===== src/rtl/ff_monitor.sv =====
// ff_monitor: run-time checker for a single-bit D flop.
// Predicts q one cycle behind d (0 while the flop is held in reset) and tallies mismatches over a programmed run.
module ff_monitor #(
  parameter int CNT_W = 8
) (
  input  logic             clk,
  input  logic             rest,
  input  logic             start,
  input  logic [CNT_W-1:0] len,
  input  logic             d,
  input  logic             dut_rst,
  input  logic             q,
  output logic             busy,
  output logic             done,
  output logic             err,
  output logic [CNT_W-1:0] chk_cnt,
  output logic [CNT_W-1:0] err_cnt,
  output logic [CNT_W-1:0] first_err_idx
);

  localparam logic [1:0] IDLE  = 2'd0;
  localparam logic [1:0] CHECK = 2'd1;
  localparam logic [1:0] DONE  = 2'd2;

  localparam logic [CNT_W-1:0] CNT_ZERO = {CNT_W{1'b0}};
  localparam logic [CNT_W-1:0] CNT_ONE  = {{(CNT_W-1){1'b0}}, 1'b1};
  localparam logic [CNT_W-1:0] CNT_MAX  = {CNT_W{1'b1}};

  logic [1:0]       state_r;
  logic [CNT_W-1:0] remaining_r;
  logic             exp_q_r;
  logic             mism_s;
  logic             next_exp_s;

  function automatic logic [CNT_W-1:0] sat_inc(input logic [CNT_W-1:0] v);
    if (v == CNT_MAX) begin
      return CNT_MAX;
    end else begin
      return v + CNT_ONE;
    end
  endfunction

  // Compare decision for this edge and the prediction for the next one
  always_comb begin
    mism_s     = 1'b0;
    next_exp_s = 1'b0;
    if (dut_rst) begin
      mism_s     = (q != 1'b0);
      next_exp_s = 1'b0;
    end else begin
      mism_s     = (q != exp_q_r);
      next_exp_s = d;
    end
  end

  // Run FSM, result counters and prediction register
  always_ff @(posedge clk or posedge rest) begin
    if (rest) begin
      state_r       <= IDLE;
      remaining_r   <= CNT_ZERO;
      exp_q_r       <= 1'b0;
      busy          <= 1'b0;
      done          <= 1'b0;
      err           <= 1'b0;
      chk_cnt       <= CNT_ZERO;
      err_cnt       <= CNT_ZERO;
      first_err_idx <= CNT_ZERO;
    end else begin
      case (state_r)
        IDLE, DONE: begin
          done <= 1'b0;
          if (start) begin
            chk_cnt       <= CNT_ZERO;
            err_cnt       <= CNT_ZERO;
            err           <= 1'b0;
            first_err_idx <= CNT_ZERO;
            remaining_r   <= len;
            exp_q_r       <= next_exp_s;
            if (len != CNT_ZERO) begin
              state_r <= CHECK;
              busy    <= 1'b1;
            end else begin
              state_r <= DONE;
              done    <= 1'b1;
            end
          end else begin
            state_r <= IDLE;
          end
        end
        CHECK: begin
          chk_cnt     <= sat_inc(chk_cnt);
          exp_q_r     <= next_exp_s;
          remaining_r <= remaining_r - CNT_ONE;
          if (mism_s) begin
            err_cnt <= sat_inc(err_cnt);
            if (!err) begin
              first_err_idx <= chk_cnt;
              err           <= 1'b1;
            end else begin
              first_err_idx <= first_err_idx;
            end
          end else begin
            err_cnt <= err_cnt;
          end
          // The final compare of the run hands over to the one-cycle DONE pulse
          if (remaining_r == CNT_ONE) begin
            state_r <= DONE;
            busy    <= 1'b0;
            done    <= 1'b1;
          end else begin
            state_r <= CHECK;
          end
        end
        default: begin
          state_r <= IDLE;
          busy    <= 1'b0;
          done    <= 1'b0;
        end
      endcase
    end
  end

endmodule


===== config.mk =====
export PLATFORM = sky130hd
export DESIGN_NAME = ff_monitor
export DESIGN_NICKNAME = d
export VERILOG_FILES = /design/src/rtl/ff_monitor.sv
export SDC_FILE = /design/constraint.sdc
export NUM_CORES = 1
export LEC_CHECK = 0
export ABC_AREA = 1
export BUFFER_PORTS_ARGS = -buffer_cell sky130_fd_sc_hd__buf_2
export CAP_MARGIN = 20
export CORE_MARGIN = 2
export CORE_UTILIZATION = 34
export CTS_BUF_LIST = sky130_fd_sc_hd__clkbuf_16
export DETAILED_ROUTE_END_ITERATION = 8
export PLACE_DENSITY = 0.58
export SYNTH_ARGS = -nofsm -noshare
export SYNTH_HDL_FRONTEND = slang
export SYNTH_SLANG_ARGS = --single-unit

===== constraint.sdc =====
create_clock -name clk -period 1.45 [get_ports clk]
set_input_delay 0.145 -clock clk [delete_from_list [all_inputs] [get_ports clk]]
set_output_delay 0.145 -clock clk [all_outputs]
set_load 0.01 [all_outputs]

# Word-level counts from Yosys, hierarchy flattened
# Index checks and enable logic that the tools add are counted.
# op_classes
div_mod_pow,0
n_eq_ne,11
muxes,30
reduce_logical,8
shifts,0
n_lt_le_gt_ge,0
bitwise_logic,0
n_addsub,3
multipliers,0
# ops
op,count
$pmux W8 S2,4
$mux W8,7
$add A8 B1 Y8 const B,2
$eq A8 B8 Y1 const B,2
$mux W1,11
$ne A2 B2 Y1 const B,5
$eq A8 B1 Y1 const B,1
$pmux W1 S2,4
$reduce_bool A8 Y1,1
$sub A8 B1 Y8 const B,1
$mux W2,3
$reduce_and A3 Y1,2
$pmux W2 S2,1
$reduce_and A4 Y1,1
$eq A2 B1 Y1 const B,1
$eq A2 B2 Y1 const B,1
$logic_not A2 Y1,1
$reduce_and A2 Y1,1
$reduce_bool A2 Y1,1
$reduce_or A2 Y1,1
$ne A1 B1 Y1,1
# totals
mem_count,0
latchBits,0
out_inout_bits,27
ram_bits,0
rom_bits,0
regBits,38
input_bits,14

# Depth between registers and ports, before layout
# Gate-level depths: netlist of run 1.
# logic_depth
ltp_word,4
mapped_depth,8

# Least setup slack after synthesis of run 1
# OpenSTA, ideal clock, no wires.
# synth_path
path_type,register to register
start,reg chk_cnt[1]
end,reg chk_cnt[4]
setup_slack_ps,161
t_arrival_ps,1163
path_buffers,0
period_less_slack_ps,1289
path_stages_with_launch,7
cell_sequence,dfrtp_1 > ha_1 > nand3_1 > nor2_1 > o21ai_0 > nand3_1 > o21ai_0
# synth_between
elab_chain_cells,3
# synth_rtl
element,line,text
start: declaration,16,"output logic [CNT_W-1:0] chk_cnt,"
start signal: assignment,91,chk_cnt <= sat_inc(chk_cnt);
$add A8 B1 Y8 / $eq A8 B8 Y1 (equally long branches),"39, 36",
$mux W8 *,36,if (v == CNT_MAX) begin
$pmux W8 S2 *,69,case (state_r)
# Every way passes the cells marked *; elsewhere a longest branch is shown, timed or not.
# A chain may end at the register's enable or synchronous reset.

# Final worst setup path of run 1
# layout_path
start,reg state_r[0]
end,reg remaining_r[7]
# layout_between
elab_chain_cells,4
# layout_rtl
element,line,text
start: declaration,29,logic [1:0] state_r;
start signal: assignment,59,state_r <= IDLE;
start signal: assignment,80,state_r <= CHECK;
start signal: assignment,83,state_r <= DONE;
$eq A2 B2 Y1 / $logic_not A2 Y1 (equally long branches),69,
$reduce_or A2 Y1,69,
$ne A2 B2 Y1 (no line) / $reduce_bool A2 Y1 (equally long branches),-,
$reduce_and A2 Y1 (no line),-,
end signal: assignment,77,remaining_r <= len;
end signal: assignment,93,remaining_r <= remaining_r - CNT_ONE;
end: declaration,30,logic [CNT_W-1:0] remaining_r;
# Parallel ways exist; a longest one is shown, timed or not.

==> flow_summary.json, run 1 <==
{
  "status": "finished, final reports clean",
  "min_to": "remaining_r[1]",
  "r2r_start": "state_r[0]",
  "hpwlAfterDp_um": 3580,
  "powerDensity_mw_per_mm2": 2150,
  "cts_buffers": 5,
  "max_freq_mhz": 755,
  "drive_gt1_frac": 0.237,
  "cts_max_path_buffers": 2,
  "final_area_mm2": 0.00266,
  "rr_worst_depth": 6,
  "clock_latency_ns": 0.29,
  "io_pins": 41,
  "syn_area_mm2": 0.00209,
  "die_h_um": 82.4,
  "leakagePower_nw": 1.40,
  "grt_max_degree": 39,
  "die_x_um": 82.4,
  "tightestPinTransition_ns": 0.496,
  "syn_inst": 273,
  "remaining_drc_errors": 0,
  "relSlewSlack": 0.670,
  "yosysTopAreaCellShare": 0.455,
  "drt-total-wl_um": 4880,
  "hold_viol": 0,
  "ctsHtreeMaxLevel": 2,
  "rrSetupSlack_ns": 0.13,
  "yosysTopAreaCell": "dfrtp_1",
  "postSynthAreaPerCell_um2": 7.66,
  "hold_path.class": "input pin to register",
  "worst_slack_ns": 0.126,
  "cp-end-kind": "register",
  "met3_usage": 0.0359,
  "timing.rr.end": "remaining_r[7]",
  "cts_tree": "done",
  "synth_warnings": 0,
  "vias": 1931,
  "setup_viol": 0,
  "cts.clk_slew.worst_paths_ns": 0.06,
  "period_minus_slack_ns": 1.32,
  "grt_pass1_wl_um": 8230,
  "critPathLaunchType": "register",
  "antenna_left": 0,
  "syn2layout_area_growth_pct": 27.3,
  "final_util": 0.450,
  "gp_congestion": 0.783,
  "place_ws_ns": 0.0471,
  "rows": 28,
  "grt_use_met1": 0.200,
  "crit_path_start": "state_r[0]",
  "drtIter0Drc": 97,
  "ys_seq_area_frac": 0.455,
  "slew_violations": 0,
  "viasPerCell": 4.78,
  "design.die.area_mm2": 0.00679,
  "maxCapViolCount": 0,
  "ys_ff_latch": 38,
  "overflow": 0,
  "placed_area_mm2": 0.00244,
  "final_common_cell": "nand2_1",
  "first_pass_iters": 4,
  "synth_nets": 291,
  "grt_use_met2": 0.264,
  "skew_ns": 0.00733,
  "critPathKind": "register to register",
  "initial_core_util": 0.353,
  "portBuffers": 40,
  "irDropWorstVdd_mv": 0.929,
  "antenna_cells": 0,
  "grt_usage": 0.159,
  "synthTopCellsByArea": "dfrtp_1, nand2_1, nand3_1",
  "hold_slack_ns": 0.0955,
  "final_cell_mix": "nand2_1, buf_2, dfrtp_1",
  "post_cts_buffers": 0,
  "grt_pass1_vias": 1858,
  "hold_path_depth": 3,
  "min_from": "len[1]",
  "rsz0062_at_grt": "yes",
  "synth.distinct_cells": 28,
  "wl_per_cell_um": 12.1,
  "crit_fanout": 11,
  "cts.sinks": 38,
  "required_ns": 1.68,
  "finalCritPeriodShare": 0.913,
  "nNetsFinal": 346,
  "antenna_found_initial": 0,
  "grt_busiest_layer": "met2",
  "worst-endpoint-arrival_ns": 1.55,
  "cts_root_buf": "clkbuf_16",
  "coreArea_mm2": 0.00592
}
-- critical path, stage by stage, from the launching register on --
cell,delay (ns)
dfrtp_1,0.39
inv_2,0.12
nand2_2,0.15
buf_4,0.21
o21ai_0,0.25
nand2_1,0.10
nand2_1,0.06
-- routing by layer --
layer  up-vias  routed length [um]
li1       1005                   -
met1       875                2330
met2        44                2240
met3         7                 245
met4         0                  64
met5         -                   0
-- flip-flops by register name (all words and copies together) (netlist names) --
name	cells
chk_cnt	8
done	1
first_err_idx	8
err_cnt	8
state_r	2
exp_q_r	1
busy	1
err	1
remaining_r	8
-- what timing repair did --
item | 4_1_cts | 5_1_grt
endpoints found under the hold margin | 20 | 0
hold buffers | 1 | 0
endpoints found under the setup margin | 0 | 8
gates resized for setup | 0 | 6
-- worst max-delay path by stage --
stage / cells after the start / slack [ns] / to
after global placement: 7 / 0.04 / err_cnt[7]
after global routing: 7 / -0.02 / err_cnt[7]
after floorplan: 6 / 0.16 / chk_cnt[4]
after CTS: 7 / 0.03 / err_cnt[7]
after detailed placement: 7 / 0.05 / err_cnt[7]
final: 6 / 0.13 / remaining_r[7]
-- area by class of cell --
class                   instances  area (um^2)
multi-input cells             195          986
repair buffers                 54          308
clock buffers                   5          125
well taps                      75         93.8
flip-flops and latches         38          951
clock inverters                 3         68.8
inverters                      34          130
fillers                       606         3260
-- kinds of logic after synthesis --
| group | after synthesis | synth area share |
|---|---|---|
| simple gates | 144 | 0.302 |
| compound gates | 47 | 0.136 |
| buf+inv | 40 | 0.0832 |
| flops | 38 | 0.455 |
| fa+ha+maj | 4 | 0.0239 |
-- Yosys cell counts, drive strengths merged --
master   n
nand2   81
dfrtp   38
inv     34
nand3   31
o21ai   31
nor2    25
a21oi    7
buf      6
o211ai   5
ha       4
nand3b   3
nand4    3
o221ai   2
a31oi    1
nor3     1
o21bai   1
-- stage by stage --
| step | TNS [ns] | power (mW) | cells |
|---|---|---|---|
| finish | 0 | 5.73 | 404 |
| global route | -0.0299 | 6.23 | 404 |
| CTS | 0 | 5.78 | 404 |
| detailed placement | 0 | 4.32 | 395 |
| global placement | 0 | 4.28 | 395 |
| floorplan | 0 | 3.47 | 273 |
-- power breakdown --
| part | leakage [nW] | switching (mW) | total, mW | internal [mW] |
|---|---|---|---|---|
| logic | 0.827 | 1.44 | 2.42 | 0.985 |
| registers | 0.481 | 0.379 | 1.87 | 1.49 |
| clock network | 0.0940 | 0.446 | 1.43 | 0.988 |
Note: power is estimated with default switching activity, not from simulation.
==> inputs of run 2 (changes only) <==
==> config.mk (replaced) <==
export PLATFORM = sky130hd
export DESIGN_NAME = ff_monitor
export DESIGN_NICKNAME = d
export VERILOG_FILES = /design/src/rtl/ff_monitor.sv
export SDC_FILE = /design/constraint.sdc
export NUM_CORES = 1
export LEC_CHECK = 0
export ABC_AREA = 1
export CAP_MARGIN = 5
export CORE_MARGIN = 2
export CORE_UTILIZATION = 34
export CTS_BUF_LIST = sky130_fd_sc_hd__clkbuf_16
export DETAILED_ROUTE_END_ITERATION = 8
export DONT_BUFFER_PORTS = 1
export PLACE_DENSITY = 0.52
export SYNTH_ARGS = -nofsm -noshare
export SYNTH_HDL_FRONTEND = slang
export SYNTH_SLANG_ARGS = --single-unit
==> run 2 against run 1 <==
Compared with the run above: global-route usage shrank 0.16 points; sequential power grew 2%; highest routed layer unchanged; clock-buffer cell count is the same; fmax grew 1.5%.
==> flow_summary.json, run 2 (same netlist as run 1, synthesis figures left out) <==
{
  "hold_slack_ns": 0.00970,
  "p_seq_frac": 0.368,
  "finalCritPeriodShare": 0.900,
  "initial_core_util": 0.353,
  "setup_viol": 0,
  "grt_max_degree": 39,
  "worst_slack_ns": 0.145,
  "slew_violations": 0,
  "drtIter0Drc": 88,
  "setup_tns_ns": 0,
  "combPwrFrac": 0.423,
  "final_common_cell": "nand2_1",
  "clkPwrFrac": 0.209,
  "cts_root_buf": "clkbuf_16",
  "final_area_mm2": 0.00247,
  "die_x_um": 82.4,
  "overflow": 0,
  "critPathKind": "register to register",
  "irDropWorstVdd_mv": 0.936,
  "tightestPinTransition_ns": 0.504,
  "cts_buffers": 5,
  "ctsHtreeMaxLevel": 2,
  "io_pins": 41,
  "required_ns": 1.66,
  "relSlewSlack": 0.664,
  "portBuffers": 0,
  "rsz0062_at_grt": "no",
  "placed_area_mm2": 0.00229,
  "hpwlAfterDp_um": 3520,
  "max_freq_mhz": 766,
  "nNetsFinal": 314,
  "final_cell_mix": "nand2_1, dfrtp_1, inv_1, nand3_1",
  "powerDensity_mw_per_mm2": 2110,
  "remaining_drc_errors": 0,
  "skew_ns": 0.00723,
  "vias": 1814,
  "design.die.area_mm2": 0.00679,
  "place_ws_ns": 0.105,
  "critPathLaunchType": "register",
  "cts.clk_slew.worst_paths_ns": 0.06,
  "antenna_found_initial": 0,
  "placedCellCount": 362,
  "clock_latency_ns": 0.29,
  "leakagePower_nw": 1.23,
  "crit_fanout": 5,
  "first_pass_iters": 5,
  "intPower_mw": 2.98,
  "cts_tree": "done",
  "gp_congestion": 0.789,
  "grt_pass1_vias": 1738,
  "final_util": 0.417,
  "antenna_left": 0,
  "layout.cells.non_filler": 372,
  "grt_usage": 0.157,
  "worst-endpoint-arrival_ns": 1.51,
  "switching_share": 0.426,
  "switchingPower_mw": 2.22,
  "cts_max_path_buffers": 2,
  "post_cts_buffers": 0,
  "hold_path.class": "input pin to register",
  "drive_gt1_frac": 0.148,
  "antenna_cells": 0,
  "status": "finished, final reports clean",
  "syn2layout_area_growth_pct": 18.1,
  "rows": 28,
  "viasPerCell": 4.88,
  "grt_pass1_wl_um": 8050,
  "cts.sinks": 38,
  "coreArea_mm2": 0.00592,
  "p_total_mw": 5.20,
  "rrSetupSlack_ns": 0.15,
  "cp-end-kind": "register",
  "maxCapViolCount": 0,
  "wl_per_cell_um": 13.0,
  "period_minus_slack_ns": 1.30,
  "die_h_um": 82.4,
  "hold_viol": 0,
  "drt-total-wl_um": 4850
}
==> run 2: cell type report <==
| type | count | area, um^2 |
|---|---|---|
| clock buffer | 5 | 125 |
| timing repair buffer | 22 | 170 |
| clock inverter | 3 | 16.3 |
| sequential | 38 | 951 |
| tap | 75 | 93.8 |
| inverter | 34 | 130 |
| fill | 621 | 3450 |
| multi-input combinational | 195 | 983 |
==> run 2: power groups by stage <==
stage / combinational, mW / clock [mW] / sequential, mW
floorplan: 1.48 / 0 / 1.98
global route: 2.54 / 1.14 / 1.99
global placement: 2.19 / 0 / 1.93
CTS: 2.22 / 1.11 / 1.92
detailed placement: 2.21 / 0 / 1.93
finish: 2.20 / 1.09 / 1.91
==> run 2: path summary, 6_finish.rpt <==
check,startpoint,endpoint,depth (start not counted)
worst min-delay path,len[3],remaining_r[3],2
min in group asynchronous,rest,first_err_idx[2],3
max in group asynchronous,rest,remaining_r[3],3
worst min register to register,remaining_r[7],remaining_r[7],2
worst max register to register,chk_cnt[0],chk_cnt[5],5
worst max-delay path,chk_cnt[0],chk_cnt[5],5
==> run 2: what timing repair did <==
item | 4_1_cts | 5_1_grt
gates resized for setup | 0 | 6
endpoints found under the hold margin | 39 | 0
setup endpoints to repair | 0 | 4
hold buffers | 2 | 0
==> run 2: metal layers <==
| layer | vias up | routed length (um) | global-route usage |
|---|---|---|---|
| met3 | 8 | 320 | 0.0413 |
| met4 | 0 | 86 | 0.0700 |
| met5 | - | 0 | 0 |
| li1 | 935 | - | - |
| met1 | 818 | 2280 | 0.199 |
| met2 | 53 | 2160 | 0.250 |
==> run 2: worst max-delay path, cell delays in order (launching register included) <==
cell      delay (ns)
dfrtp_1         0.35
ha_1            0.17
nand3_1         0.10
nor2_1          0.24
nand3_1         0.22
o211ai_1        0.15
==> inputs of run 3 (changes only) <==
--- a/config.mk
+++ b/config.mk
@@ -12,7 +12,8 @@
 export CTS_BUF_LIST = sky130_fd_sc_hd__clkbuf_16
 export DETAILED_ROUTE_END_ITERATION = 8
 export DONT_BUFFER_PORTS = 1
-export PLACE_DENSITY = 0.52
+export GPL_TIMING_DRIVEN = 0
+export PLACE_DENSITY = 0.54
 export SYNTH_ARGS = -nofsm -noshare
 export SYNTH_HDL_FRONTEND = slang
 export SYNTH_SLANG_ARGS = --single-unit
==> constraint.sdc (replaced) <==
create_clock -name clk -period 1.1 [get_ports clk]
set_input_delay 0.11 -clock clk [delete_from_list [all_inputs] [get_ports clk]]
set_output_delay 0.11 -clock clk [all_outputs]
set_load 0.01 [all_outputs]
==> run 3 against run 2 <==
Compared with the run above: the run now ends with hold timing, setup timing left; fmax grew 1.9%; via count grew 9.4%; clock skew shrank 0.0011 ns; final cell count grew 2.2%; final area grew 24%; utilization grew 9.8 points; first-iteration DRC count grew 58%; critical path type unchanged; highest routed layer unchanged.
==> flow_summary.json, run 3 (same netlist as run 1, synthesis figures left out) <==
{
  "cts_max_path_buffers": 2,
  "clkPwrFrac": 0.181,
  "overflow": 0,
  "final_util": 0.515,
  "hold_viol": 38,
  "io_pins": 41,
  "leakagePower_nw": 1.39,
  "violations": "hold timing, setup timing",
  "rows": 28,
  "final_common_cell": "nand2_1",
  "p_total_mw": 8.79,
  "cts_hold_buf": 3,
  "tightestPinTransition_ns": 0.828,
  "critPathKind": "register to register",
  "period_minus_slack_ns": 1.28,
  "first_pass_iters": 4,
  "finalCritPeriodShare": 1.16,
  "antenna_found_initial": 0,
  "syn2layout_area_growth_pct": 46.0,
  "nNetsFinal": 323,
  "rrSetupSlack_ns": -0.18,
  "hold_slack_ns": -0.131,
  "r2r_start": "chk_cnt[1]",
  "placedCellCount": 348,
  "maxCapViolCount": 0,
  "drive_gt1_frac": 0.393,
  "worst_slack_ns": -0.181,
  "irDropWorstVdd_mv": 1.50,
  "skew_ns": 0.00614,
  "timing.rr.end": "chk_cnt[4]",
  "combPwrFrac": 0.477,
  "max_stage_delay_ns": 0.46,
  "initial_core_util": 0.353,
  "slew_violations": 0,
  "final_area_mm2": 0.00305,
  "die_x_um": 82.4,
  "rr_worst_depth": 6,
  "relSlewSlack": 0.447,
  "gp_congestion": 0.800,
  "clock_latency_ns": 0.28,
  "grt_max_degree": 39,
  "hold_path.class": "input pin to asynchronous set/reset pin",
  "design.die.area_mm2": 0.00679,
  "layout.cells.non_filler": 380,
  "cts.sinks": 38,
  "wl_per_cell_um": 15.5,
  "intPower_mw": 5.03,
  "p_seq_frac": 0.342,
  "max_freq_mhz": 781,
  "cpMaxStageDelayCell": "dfrtp_2",
  "switching_share": 0.428,
  "switchingPower_mw": 3.76,
  "worst-endpoint-arrival_ns": 1.44,
  "crit_family": "flip-flops",
  "hpwlAfterDp_um": 3550,
  "cts_buffers": 5,
  "powerDensity_mw_per_mm2": 2880,
  "die_h_um": 82.4,
  "cts.clk_slew.worst_paths_ns": 0.06,
  "remaining_drc_errors": 0,
  "cts_root_buf": "clkbuf_16",
  "crit_chain": "ha_4 > nand3_4 > nor2_4 > o21ai_2 > nand3_1 > o21ai_1",
  "antenna_cells": 0,
  "antenna_left": 0,
  "cp-end-kind": "register",
  "cts_tree": "done",
  "rsz0062_at_grt": "yes",
  "critPathLaunchType": "register",
  "grt_usage": 0.174,
  "setup_viol": 38,
  "grt_pass1_vias": 1909,
  "n_fill_cell": 529,
  "drtIter0Drc": 139,
  "portBuffers": 0,
  "viasPerCell": 5.22,
  "required_ns": 1.26,
  "ctsHtreeMaxLevel": 2,
  "grt_pass1_wl_um": 8990,
  "drt-total-wl_um": 5870,
  "crit_path_start": "chk_cnt[1]",
  "final_cell_mix": "nand2_1, dfrtp_1, inv_1",
  "vias": 1984,
  "worst-path-buf-inv": 0,
  "coreArea_mm2": 0.00592,
  "crit_fanout": 5,
  "placed_area_mm2": 0.00223,
  "status": "finished with violations"
}
-- run 3: cell count changes in the layout (fill, tap and decap cells not counted), moves of 13 or more --
cell     before  now
nand2_1      77   63
nand3_2       0   13
nand3_1      30   15
o21ai_0      23    7
-- run 3: layout make-up --
type | count | area (um^2) | area share
inverter | 34 | 135 | 0.0443
tap | 75 | 93.8 | 0.0308
clock inverter | 2 | 33.8 | 0.0111
sequential | 38 | 965 | 0.316
multi-input combinational | 195 | 1350 | 0.442
buffer | 6 | 78.8 | 0.0258
timing repair buffer | 25 | 273 | 0.0894
clock buffer | 5 | 125 | 0.0410
-- run 3: worst reg2reg max path: cells and delay by family, from the launching register on --
family / cells / cell delay, ns
flops: 1 / 0.46
simple gates: 3 / 0.38
fa+ha+maj: 1 / 0.17
compound gates: 2 / 0.15
-- run 3: worst max-delay path by stage --
stage	to	slack (ns)	depth (start not counted)
after CTS	err_cnt[2]	-0.17	7
after detailed placement	chk_cnt[5]	-0.32	5
after global routing	err_cnt[4]	-0.28	7
after global placement	remaining_r[4]	-0.41	1
after floorplan	chk_cnt[4]	-0.13	6
final	chk_cnt[4]	-0.18	6
-- run 3: timing repair --
item | CTS | global route
resized for setup | 68 | 51
gates cloned | 2 | 2
setup buffers | 14 | 5
endpoints found under the setup margin | 37 | 38
endpoints found under the hold margin | 41 | 38
pin swaps | 17 | 19
-- run 3: power groups by stage --
| stage | registers (mW) | clock network [mW] | logic [mW] |
|---|---|---|---|
| 3_5_place_dp | 2.84 | 0 | 2.54 |
| 4_1_cts | 2.91 | 1.62 | 3.43 |
| 5_1_grt | 3.11 | 1.69 | 4.62 |
| 3_3_place_gp | 2.83 | 0 | 2.51 |
| 2_1_floorplan | 2.64 | 0 | 2.08 |
| 6_report | 3.00 | 1.59 | 4.19 |
-- run 3: metal layers --
metal / share of wire / wire [um] / track usage
met1: 0.44 / 2560 / 0.216
met2: 0.50 / 2940 / 0.302
met3: 0.053 / 311 / 0.0380
met4: 0.011 / 62 / 0.0533
met5: 0 / 0 / 0
-- run 3: stage by stage --
step	setup WS [ns]	setup TNS [ns]	hold slack, ns
after floorplan	-0.127	-2.07	0.237
after global placement	-0.414	-23.09	0.247
after detailed placement	-0.318	-7.72	0.222
after CTS	-0.167	-3.56	-0.0766
after global routing	-0.277	-7.25	-0.0417
final	-0.181	-4.42	-0.131
